### config.mk
export PLATFORM = sky130hd
export DESIGN_NAME = hud_stats_counter
export DESIGN_NICKNAME = d
export VERILOG_FILES = /design/src/rtl/hud_stats_counter.sv
export SDC_FILE = /design/constraint.sdc
export NUM_CORES = 1
export LEC_CHECK = 0
export ABC_AREA = 1
export CAP_MARGIN = 20
export CORE_UTILIZATION = 25
export DETAILED_ROUTE_END_ITERATION = 8
export SLEW_MARGIN = 20
export SYNTH_ARGS = -nofsm -noshare
export SYNTH_HDL_FRONTEND = slang
export SYNTH_SLANG_ARGS = --single-unit
### constraint.sdc
create_clock -name vclock -period 3.6 [get_ports vclock]
set_input_delay 0.54 -clock vclock [delete_from_list [all_inputs] [get_ports vclock]]
set_output_delay 0.54 -clock vclock [all_outputs]
set_load 0.02 [all_outputs]
### src/rtl/hud_stats_counter.sv
// hud_stats_counter: saturating BCD hit counters per drum, streaming dirty digits to the HUD renderer during vblank
module hud_stats_counter #(
  parameter int NUM_DRUMS    = 4,
  parameter int DIGITS       = 2,
  parameter int VBLANK_START = 768
) (
  input  logic       vclock,
  input  logic       reset,
  input  logic       hit_valid,
  input  logic [3:0] hit_drum,
  input  logic       clear,
  input  logic [9:0] vcount,
  output logic       write,
  output logic [3:0] num,
  output logic [3:0] blob,
  output logic       busy
);
  localparam int DW = NUM_DRUMS > 1 ? $clog2(NUM_DRUMS) : 1;
  localparam int IW = DIGITS > 1 ? $clog2(DIGITS) : 1;
  localparam int CW = DIGITS * 4;
  localparam logic [4:0] ND = 5'(NUM_DRUMS);
  localparam logic [1:0] IDLE = 2'd0, SCAN = 2'd1, WRITE = 2'd2;
  logic [CW-1:0] cnt [NUM_DRUMS];
  logic [CW-1:0] inc_val;
  logic [NUM_DRUMS-1:0] dirty, scan_clr, hit_set;
  logic [1:0] state, state_n;
  logic [DW-1:0] cur_drum, first_dirty, wr_drum, hd;
  logic [IW-1:0] idx, wr_idx;
  logic [3:0] wr_digit;
  logic hit_ok, vblank, carry;
  assign vblank   = vcount >= 10'(VBLANK_START);
  assign hit_ok   = hit_valid && ({1'b0, hit_drum} < ND);
  assign hd       = hit_drum[DW-1:0];
  assign busy     = state != IDLE;
  assign hit_set  = hit_ok ? NUM_DRUMS'(1) << hd : '0;
  assign scan_clr = state == SCAN ? NUM_DRUMS'(1) << first_dirty : '0;
  assign wr_drum  = state == SCAN ? first_dirty : cur_drum;
  assign wr_idx   = state == SCAN ? '0 : idx + IW'(1);
  assign wr_digit = cnt[wr_drum][{wr_idx, 2'b00} +: 4];
  // ripple BCD increment; a carry out of the top digit means all 9s, so hold
  always_comb begin
    inc_val = cnt[hd];
    carry = 1'b1;
    for (int i = 0; i < DIGITS; i++) begin
      if (carry) begin
        inc_val[i*4 +: 4] = cnt[hd][i*4 +: 4] == 4'd9 ? 4'd0 : cnt[hd][i*4 +: 4] + 4'd1;
        carry = cnt[hd][i*4 +: 4] == 4'd9;
      end
    end
    if (carry) inc_val = cnt[hd];
  end
  always_comb begin
    first_dirty = '0;
    for (int i = NUM_DRUMS - 1; i >= 0; i--)
      if (dirty[i]) first_dirty = DW'(i);
  end
  always_comb begin
    state_n = state;
    if (state == IDLE) state_n = vblank && |dirty ? SCAN : IDLE;
    else if (state == SCAN) state_n = WRITE;
    else state_n = idx == IW'(DIGITS - 1) ? IDLE : WRITE;
  end
  always_ff @(posedge vclock) begin
    if (!reset || clear) begin
      for (int i = 0; i < NUM_DRUMS; i++) cnt[i] <= '0;
      dirty <= '1;
    end else begin
      if (hit_ok) cnt[hd] <= inc_val;
      dirty <= (dirty & ~scan_clr) | hit_set;
    end
  end
  always_ff @(posedge vclock) begin
    if (!reset) begin
      state    <= IDLE;
      cur_drum <= '0;
      idx      <= '0;
      write    <= 1'b0;
      num      <= '0;
      blob     <= '0;
    end else begin
      state <= state_n;
      write <= state_n == WRITE;
      if (state_n == WRITE) begin
        cur_drum <= wr_drum;
        idx      <= wr_idx;
        num      <= wr_digit;
        blob     <= 4'(32'(wr_drum) * DIGITS + 32'(wr_idx));
      end
    end
  end
endmodule
-- Yosys cells after proc, flatten, opt, wreduce, memory -nomap -nowiden
Memory sizes are Yosys's and may differ from the RTL's.
Index checks and enable logic that the tools add are counted.
- register bits after elaboration: 18
- bits in writable memories: 32
- input port bits: 18
- output and inout port bits: 10
- word-level logic and storage cells: 57
- memories: 1
- add/subtract/negate cells: 4
- order comparisons: 2
- equal/unequal tests: 4
- shift-type cells: 3
- mux-type cells: 25
- bitwise operators: 3
- reduce and logical (&&, ||, !) cells: 8
- memories (name ; depth ; bits a word ; rd ports ; clocked after memory_dff ; write ports ; line ; source):
    cnt ; 4 ; 8 ; 2 ; 0 ; 4 ; 23 ; logic [CW-1:0] cnt [NUM_DRUMS];
- operators with widths (kind ; number):
    4-bit two-way mux ; 5
    2-bit two-way mux ; 9
    8-bit two-way mux ; 2
    10-bit >= comparator (second input constant) ; 1
    1-bit two-way mux ; 9
    4-bit by 1-bit adder with 4-bit output (second input constant) ; 2
    4-bit == test (second input constant) ; 2
    8-bit OR reduction ; 1
    8-bit by 4-bit variable part select with 4-bit output ; 1
    1-bit by 2-bit << shifter with 4-bit output (first input constant) ; 2
    3-bit by 1-bit adder with 4-bit output ; 1
    4-bit bitwise AND ; 1
    4-bit by 3-bit less-than comparator with 1-bit output (second input constant) ; 1
    4-bit NOT ; 1
    4-bit bitwise OR ; 1
    4-bit OR reduction ; 1
    2-bit by 1-bit == test with 1-bit output (second input constant) ; 1
    2-bit == test (second input constant) ; 1
    1-bit logical AND ; 2
    2-bit zero test ; 1
    2-bit nonzero test ; 1
    1-bit adder (second input constant) ; 1
    1-bit zero test ; 1
    1-bit logical OR ; 1

-- Logic depth before layout (Yosys ltp)
Gate-level depths: netlist (run 1).
- depth in word-level cells: 9
- depth in mapped cells: 13
- depth with buffers taken out: 12

-- Least setup slack after synthesis (run 1)
Ideal clock, no wire load.
- path type: input-to-reg
- from: input hit_drum[1]
- to: memory cnt[2][5] in the netlist's numbering, data pin
- arrival: 1595 ps
- setup slack: 1748 ps
- cell stages on the path: 13
- buffers on the path: 1
- cell sequence: buf_6 > nand2_1 > inv_1 > nand2_2 > nand2_1 > nor2_1 > nand2_2 > nor2_4 > nand3_2 > nand2_1 > inv_1 > nand2_2 > nor2_1
- RTL lines (what ; line ; source):
    from (decl) ; 10 ; input logic [3:0] hit_drum,
    to (decl) ; 23 ;

==> results of run 1 <==
## cell families after synthesis
| logic type | after synthesis | synth area share |
|---|---|---|
| flip-flops | 45 | 0.479 |
| buffers and inverters | 52 | 0.0903 |
| AO/OA/AOI/OAI | 24 | 0.0535 |
| AND/OR/NAND/NOR | 209 | 0.376 |
| other | 1 | 0.00147 |
## worst max-delay path, stage by stage
cell             delay (ps)
clkdlybuf4s50_1         720
nand2_1                 330
inv_1                   150
nand2_2                  90
nand2_1                  50
nor2_1                  190
nand2_2                 110
inv_1                   100
nand2_1                 110
nand3_1                 120
nand2_1                  50
nand2_1                 120
nor2_1                   60
## power groups by stage
stage                     sequential (uW)  combinational (uW)  clock [uW]
after floorplan                       602                 117           0
after global placement                599                 173           0
after detailed placement              600                 176           0
after CTS                             588                 176         329
after global routing                  591                 198         346
final                                 588                 177         322
## placed cells by master, fill, tap and decap left out
master           count
o21ai_2              2
nor2_1              41
nand3_1             48
clkdlybuf4s50_1     18
nand2_2             10
nor3_1               2
clkbuf_8             5
dfxtp_1             13
inv_2                2
nor2_4               1
nor2_2               4
o211ai_1             1
nand4_1              3
nand2_1             91
o22ai_1              3
nand3_2              4
nand3_4              1
o21ai_0             10
inv_1               41
inv_4                3
or2_1                1
nand3b_1             1
a22oi_1              1
a21oi_1              3
o21ai_1              4
edfxtp_1            32
clkinv_1             1
conb_1               1
nand2_4              2
## worst max-delay path by stage
stage	slack (ps)	cells after the start	endpoint
3_3_place_gp	690	13	cnt[1][5]$_SDFFCE_PN0P_
2_1_floorplan	1750	13	cnt[2][5]$_SDFFCE_PN0P_
6_report	920	13	cnt[0][3]$_SDFFCE_PN0P_
3_5_place_dp	650	13	cnt[2][5]$_SDFFCE_PN0P_
5_1_grt	780	13	cnt[3][3]$_DFFE_PP_
4_1_cts	960	13	cnt[2][5]$_SDFFCE_PN0P_
## flip-flops by register name (all words and copies together), names as in the netlist
name	cells
dirty	4
state	1
cur_drum	2
num	4
blob	1
cnt	32
write	1
## per-stage QoR
stage	std cells	hold slack, ps	setup slack (ps)	total power (uW)	area (um^2)
floorplan	331	459	1750	720	2550
global placement	474	472	691	772	2830
detailed placement	474	472	654	775	2830
CTS	482	487	963	1090	2920
global route	482	511	784	1130	2920
finish	482	480	921	1090	2920
## cell type report
| class | instances | area [um^2] |
|---|---|---|
| clock buffers | 5 | 68.8 |
| clock inverters | 3 | 18.8 |
| fillers | 1096 | 6900 |
| inverters | 44 | 165 |
| multi-input cells | 234 | 1100 |
| flip-flops and latches | 45 | 1220 |
| well taps | 133 | 166 |
| repair buffers | 18 | 180 |
## layer usage
metal	vias to the layer above	track usage	routed length [um]	share of wire
met3	12	0.0197	260	0.041
met5	-	0	0	0
li1	1102	-	-	-
met1	1023	0.150	2830	0.45
met4	0	0.0596	170	0.027
met2	50	0.236	3060	0.48
==> summary.txt, run 1 <==
status = completed
Synth area leader = edfxtp_1
n_diodes = 0
post-route setup TNS = 0 ps
Synth Net Count = 349
Async SR Flop Fraction = 0
Clk network pwr share = 0.296
Die Y-Extent = 103 um
internal cell power = 771 uW
CTS buffer count = 5
Area contributors post-synth = edfxtp_1, nand2_1, dfxtp_1
Antenna Nets Post-Route = 0
routed wire length = 6.32 mm
CTS Hold Buffers Added = 0
Post-CTS Setup Inserts = 0
layout cell share with drive strength beyond 1 = 0.0974
cells after synthesis = 331
post-detail-place hpwl = 4.63 mm
Residual DRC = 0
top-area cell type share of the netlist area = 0.377
Max Freq = 0.373 GHz
CTS tree = done
Final Skew = 11.0 ps
max-slew violations = 0
NumNets Final = 366
Final Cycle Share = 0.744
endpoints failing setup = 0
YS warnings = 0
count leader, synth = nand2_1
worst min path class = reg -> reg
Reg power frac = 0.541
H-tree levels = 2
count of final hold-check violations = 0
GRT overflow = 0
initial antenna violation count = 0
P_sw = 316 uW
Critical Path End Type = register
Seq cells post-synth = 45
post-route minimum period = 2680 ps
worst r2r dst = num[3]$_SDFFE_PN0P_
die area = 10,600 um^2
Hold Crit Start = num[1]$_SDFFE_PN0P_
FF-to-FF path depth = 7
clk sinks = 45
dominant synthesized flop cell = edfxtp_1
latest clock arrival within the worst-skew pair = 300 ps
Post-synth EDFFs = 32
crit-path max FO = 16
IO Port Bufs = 18
Critical Path Start = hit_drum[0]
Worst setup SP type = primary input
Slew @ Worst Pin = 606 ps
Initial DRC Count = 112
max-cap viol count = 0
Max IR drop VDD = 0.148 mV
register area share after synthesis = 0.479
CP arrival = 2730 ps
DR vias/cell = 4.54
Initial Util = 0.260
worst r2r src = write$_SDFF_PN0_
WL per Instance = 13.1 um
core area = 9820 um^2
hold worst-path end = num[1]$_SDFFE_PN0P_
Final GP Congestion = 0.852
flop2flop setup slack = 1420 ps
drt first pass iters = 4
synth unique cells = 30
overall routing resource usage = 0.130
largest net degree at the start of global routing = 20
most frequent cells after synthesis = nand2_1, nand3_1, inv_1, nor2_1, edfxtp_1
hold path cells = 2
Slew HR = 0.596
pwr dens = 372 nW/um^2
combinational share of power = 0.163
die width = 103 um
post-CTS sizing = 0
Root Buffer = clkbuf_8
via count = 2,187
Mapped Area = 2550 um^2
Clock Path Buffers = 2
first-pass GRT wire length = 10.4 mm
total I/O pin count = 28
Synth Area per Inst = 7.70 um^2
Pleak = 0.00128 uW
FP Rows = 36
Final Core Density = 0.297
Area growth syn-to-layout = 14.5%
Setup CP Type = in -> reg
RSZ-0062 raised after global routing = no
vias in the first global route = 2,186
CTS clock-pin slew for the worst setup and hold paths = 100 ps
WP data required = 3650 ps
Sw Ratio = 0.290
(Power assumes the default switching activity.)
==> inputs of run 2 (changes only) <==
clock period = 2.5 ns   (was 3.6 ns; I/O delays follow)
==> summary.txt, run 2 (synthesis results as in run 1) <==
CTS Hold Buffers Added = 0
Slowest cell on crit path = clkdlybuf4s50_1
latest clock arrival within the worst-skew pair = 310 ps
Max Freq = 0.481 GHz
pwr dens = 518 nW/um^2
Final GP Congestion = 0.868
largest register by flop count = cnt
die width = 103 um
max-cap viol count = 0
post-route minimum period = 2080 ps
total I/O pin count = 28
H-tree levels = 2
Worst setup SP type = primary input
CP cell instances = clkdlybuf4s50_1, inv_2, nor2_1, nand2_1, nand2_1, nor2_1, nand2_2, nor2_4, nand3_1, nand3_1, nor2_1
Area growth syn-to-layout = 20.3%
Pleak = 0.00137 uW
clk sinks = 45
Max IR drop VDD = 0.203 mV
IO Port Bufs = 18
Residual DRC = 0
total power = 1590 uW
Initial DRC Count = 95
post-CTS sizing = 0
RSZ-0062 raised after global routing = no
biggest regs = cnt: 32 flops, dirty: 4 flops, num: 4 flops
vias in the first global route = 2,129
Clock Path Buffers = 2
FP Rows = 36
layout cell share with drive strength beyond 1 = 0.142
die area = 10,600 um^2
overall routing resource usage = 0.130
Worst path max stage delay = 540 ps
CP most frequent cell = nor2_1
pre-CTS WS = 87.9 ps
DR vias/cell = 4.58
largest net degree at the start of global routing = 20
CTS clock-pin slew for the worst setup and hold paths = 100 ps
initial antenna violation count = 0
Root Buffer = clkbuf_8
n_diodes = 0
post-route setup TNS = 0 ps
Final Core Density = 0.312
Die Y-Extent = 103 um
Setup CP Type = in -> reg
status = completed
Initial Util = 0.260
crit-path max FO = 6
GRT overflow = 0
first-pass GRT wire length = 10.3 mm
worst path buffer plus inverter count = 2
WP data required = 2560 ps
final worst setup slack = 423 ps
CTS buffer count = 5
FILL cells = 1,094
core area = 9820 um^2
endpoints failing setup = 0
Final Skew = 14.5 ps
Post-CTS Setup Inserts = 0
number of flip-flops in the largest register = 32
max-slew violations = 0
CTS tree = done
Top delay family on crit path = simple AND/OR/NAND/NOR gates
Critical Path End Type = register
NumNets Final = 384
drt first pass iters = 4
Antenna Nets Post-Route = 0
CP arrival = 2140 ps
count of final hold-check violations = 0
Finished Cell Area = 3070 um^2
worst min path class = reg -> reg
via count = 2,291
post-detail-place hpwl = 4.87 mm
most common cell after layout, fill and taps aside = nand2_1
Cell Area, Placed = 2980 um^2
WL per Instance = 12.8 um
routed wire length = 6.38 mm
Final Cycle Share = 0.831
most frequent cells in the layout = nand2_1, nand3_1, inv_1, nor2_1, edfxtp_1
run 2: through the flow:
stage	hold WS [ps]	instances
after global placement	464	492
final	480	500
after floorplan	459	331
after detailed placement	467	492
after CTS	483	500
after global routing	497	500
run 2: area by class of cell:
| class | instances | area, um^2 | area share |
|---|---|---|---|
| clock buffers | 5 | 68.8 | 0.0224 |
| inverters | 44 | 165 | 0.0539 |
| flip-flops and latches | 45 | 1220 | 0.398 |
| well taps | 133 | 166 | 0.0543 |
| multi-input cells | 234 | 1100 | 0.358 |
| clock inverters | 3 | 18.8 | 0.00612 |
| repair buffers | 36 | 328 | 0.107 |
run 2: final timing paths:
kind,startpoint,to,slack (ps),depth (start not counted)
worst min register to register,num[1]$_SDFFE_PN0P_,num[1]$_SDFFE_PN0P_,480,2
worst min-delay path,num[1]$_SDFFE_PN0P_,num[1]$_SDFFE_PN0P_,480,2
worst max-delay path,hit_drum[1],cnt[0][4]$_SDFFCE_PN0P_,420,11
worst max register to register,write$_SDFF_PN0_,num[1]$_SDFFE_PN0P_,770,8
run 2: power by group:
group	switching, uW	total, uW	internal, uW
clock	265	464	199
sequential	17.4	846	829
combinational	175	277	102
total	457	1590	1130
run 2: routing by layer:
layer  global-route usage  wire [um]  vias up
li1                     -          -     1142
met1                0.158       2860     1061
met2                0.227       3040       76
met3               0.0217        346       12
met4               0.0553        137        0
met5                    0          0        -
run 2: worst register-to-register path, stage by stage, from the launching register on:
cell     delay [ps]
dfxtp_1         350
nor2_2          310
nand2_1         120
o21ai_2         210
inv_1           270
nand2_1         130
nand3_1          90
nand3_1         110
nand2_1          50
==> inputs of run 3 (changes only) <==
clock period = 2.05 ns   (was 2.5 ns; I/O delays follow)
==> summary.txt, run 3 (synthesis results as in run 1) <==
pre-CTS WS = -224 ps
Worst setup SP type = primary input
FP Rows = 36
post-route setup TNS = 0 ps
Final Core Density = 0.333
post-route minimum period = 1930 ps
status = completed
Final GP Congestion = 0.897
CTS clock-pin slew for the worst setup and hold paths = 90 ps
overall routing resource usage = 0.137
most common cell after layout, fill and taps aside = nand2_1
via count = 2,299
Die Y-Extent = 103 um
met2 Use GR = 0.238
CTS buffer count = 5
worst min path class = reg -> reg
latest clock arrival within the worst-skew pair = 310 ps
number of flip-flops in the largest register = 32
layout cell share with drive strength beyond 1 = 0.192
largest net degree at the start of global routing = 20
routed wire length = 6.82 mm
DR vias/cell = 4.44
Final Cycle Share = 0.940
count of final hold-check violations = 0
Cell Area, Placed = 3160 um^2
Max Freq = 0.519 GHz
Critical Path End Type = register
Area growth syn-to-layout = 28.5%
post-detail-place hpwl = 5.13 mm
Setup CP Type = in -> reg
drt first pass iters = 4
initial antenna violation count = 0
Root Buffer = clkbuf_8
FILL cells = 1,091
Initial DRC Count = 121
H-tree levels = 2
Finished Cell Area = 3270 um^2
first-pass GRT wire length = 10.8 mm
n_diodes = 0
Residual DRC = 0
NumNets Final = 402
Antenna Nets Post-Route = 0
met1 Usage GRT = 0.171
pwr dens = 605 nW/um^2
Clock Path Buffers = 2
Final Skew = 6.23 ps
biggest regs = cnt: 32 flops, dirty: 4 flops, num: 4 flops
final worst setup slack = 123 ps
endpoints failing setup = 0
core area = 9820 um^2
crit-path max FO = 10
total I/O pin count = 28
die width = 103 um
IO Port Bufs = 18
most frequent cells in the layout = nand2_1, nand3_1, inv_1
WP data required = 2120 ps
max-slew violations = 0
largest register by flop count = cnt
CTS tree = done
WL per Instance = 13.2 um
clk sinks = 45
met3 usage = 0.0210
Max IR drop VDD = 0.248 mV
layer with the highest usage = met2
die area = 10,600 um^2
vias in the first global route = 2,157
max-cap viol count = 0
Initial Util = 0.260
CP arrival = 2000 ps
GRT overflow = 0
Pleak = 0.00149 uW
[run 3: worst paths after layout]
check	start	depth (start not counted)	end	slack [ps]
setup reg to reg	write$_SDFF_PN0_	7	num[0]$_SDFFE_PN0P_	370
hold reg to reg	dirty[3]$_SDFF_PP1_	2	dirty[3]$_SDFF_PP1_	500
setup / recovery	hit_drum[0]	14	cnt[0][5]$_SDFFCE_PN0P_	120
hold / removal	dirty[3]$_SDFF_PP1_	2	dirty[3]$_SDFF_PP1_	500
[run 3: power breakdown]
group / switching, uW / internal [uW]
registers: 23.9 / 1010
logic: 223 / 159
clock network: 326 / 237
[run 3: per-stage QoR]
| stage | std cells | hold slack [ps] | total power (uW) |
|---|---|---|---|
| 4_1_cts | 517 | 500 | 1990 |
| 2_1_floorplan | 331 | 443 | 1260 |
| 3_5_place_dp | 509 | 487 | 1430 |
| 6_report | 518 | 497 | 1980 |
| 5_1_grt | 518 | 530 | 2080 |
| 3_3_place_gp | 509 | 480 | 1420 |
[run 3: layout make-up]
class | instances | area [um^2] | share of cell area
Sequential cell | 45 | 1220 | 0.373
Clock inverter | 3 | 16.3 | 0.00497
Multi-Input combinational cell | 234 | 1120 | 0.341
Inverter | 44 | 165 | 0.0504
Clock buffer | 5 | 68.8 | 0.0210
Timing Repair Buffer | 54 | 519 | 0.159
Tap cell | 133 | 166 | 0.0508
[run 3: metal layers]
metal,up-vias,wire length [um]
met4,0,177
li1,1174,-
met3,12,388
met2,61,3310
met1,1052,2940
met5,-,0
[run 3: critical path: stages]
cell and delay [ps]:
clkdlybuf4s50_1 470, buf_6 140, buf_12 130, nand2_1 40, o21ai_1 60, nand2_1 100
nand2_4 110, nand3_4 90, nor2_4 210, nand3_2 100, nand2_1 70, inv_1 40
nand2_2 80, nor2_1 50
[run 3: timing repair]
item                                    4_1_cts  5_1_grt
gates resized for setup                       0        8
endpoints found under the setup margin        0       16
endpoints found under the hold margin         0        0
hold buffers                                  0        0
setup buffers                                 0        1
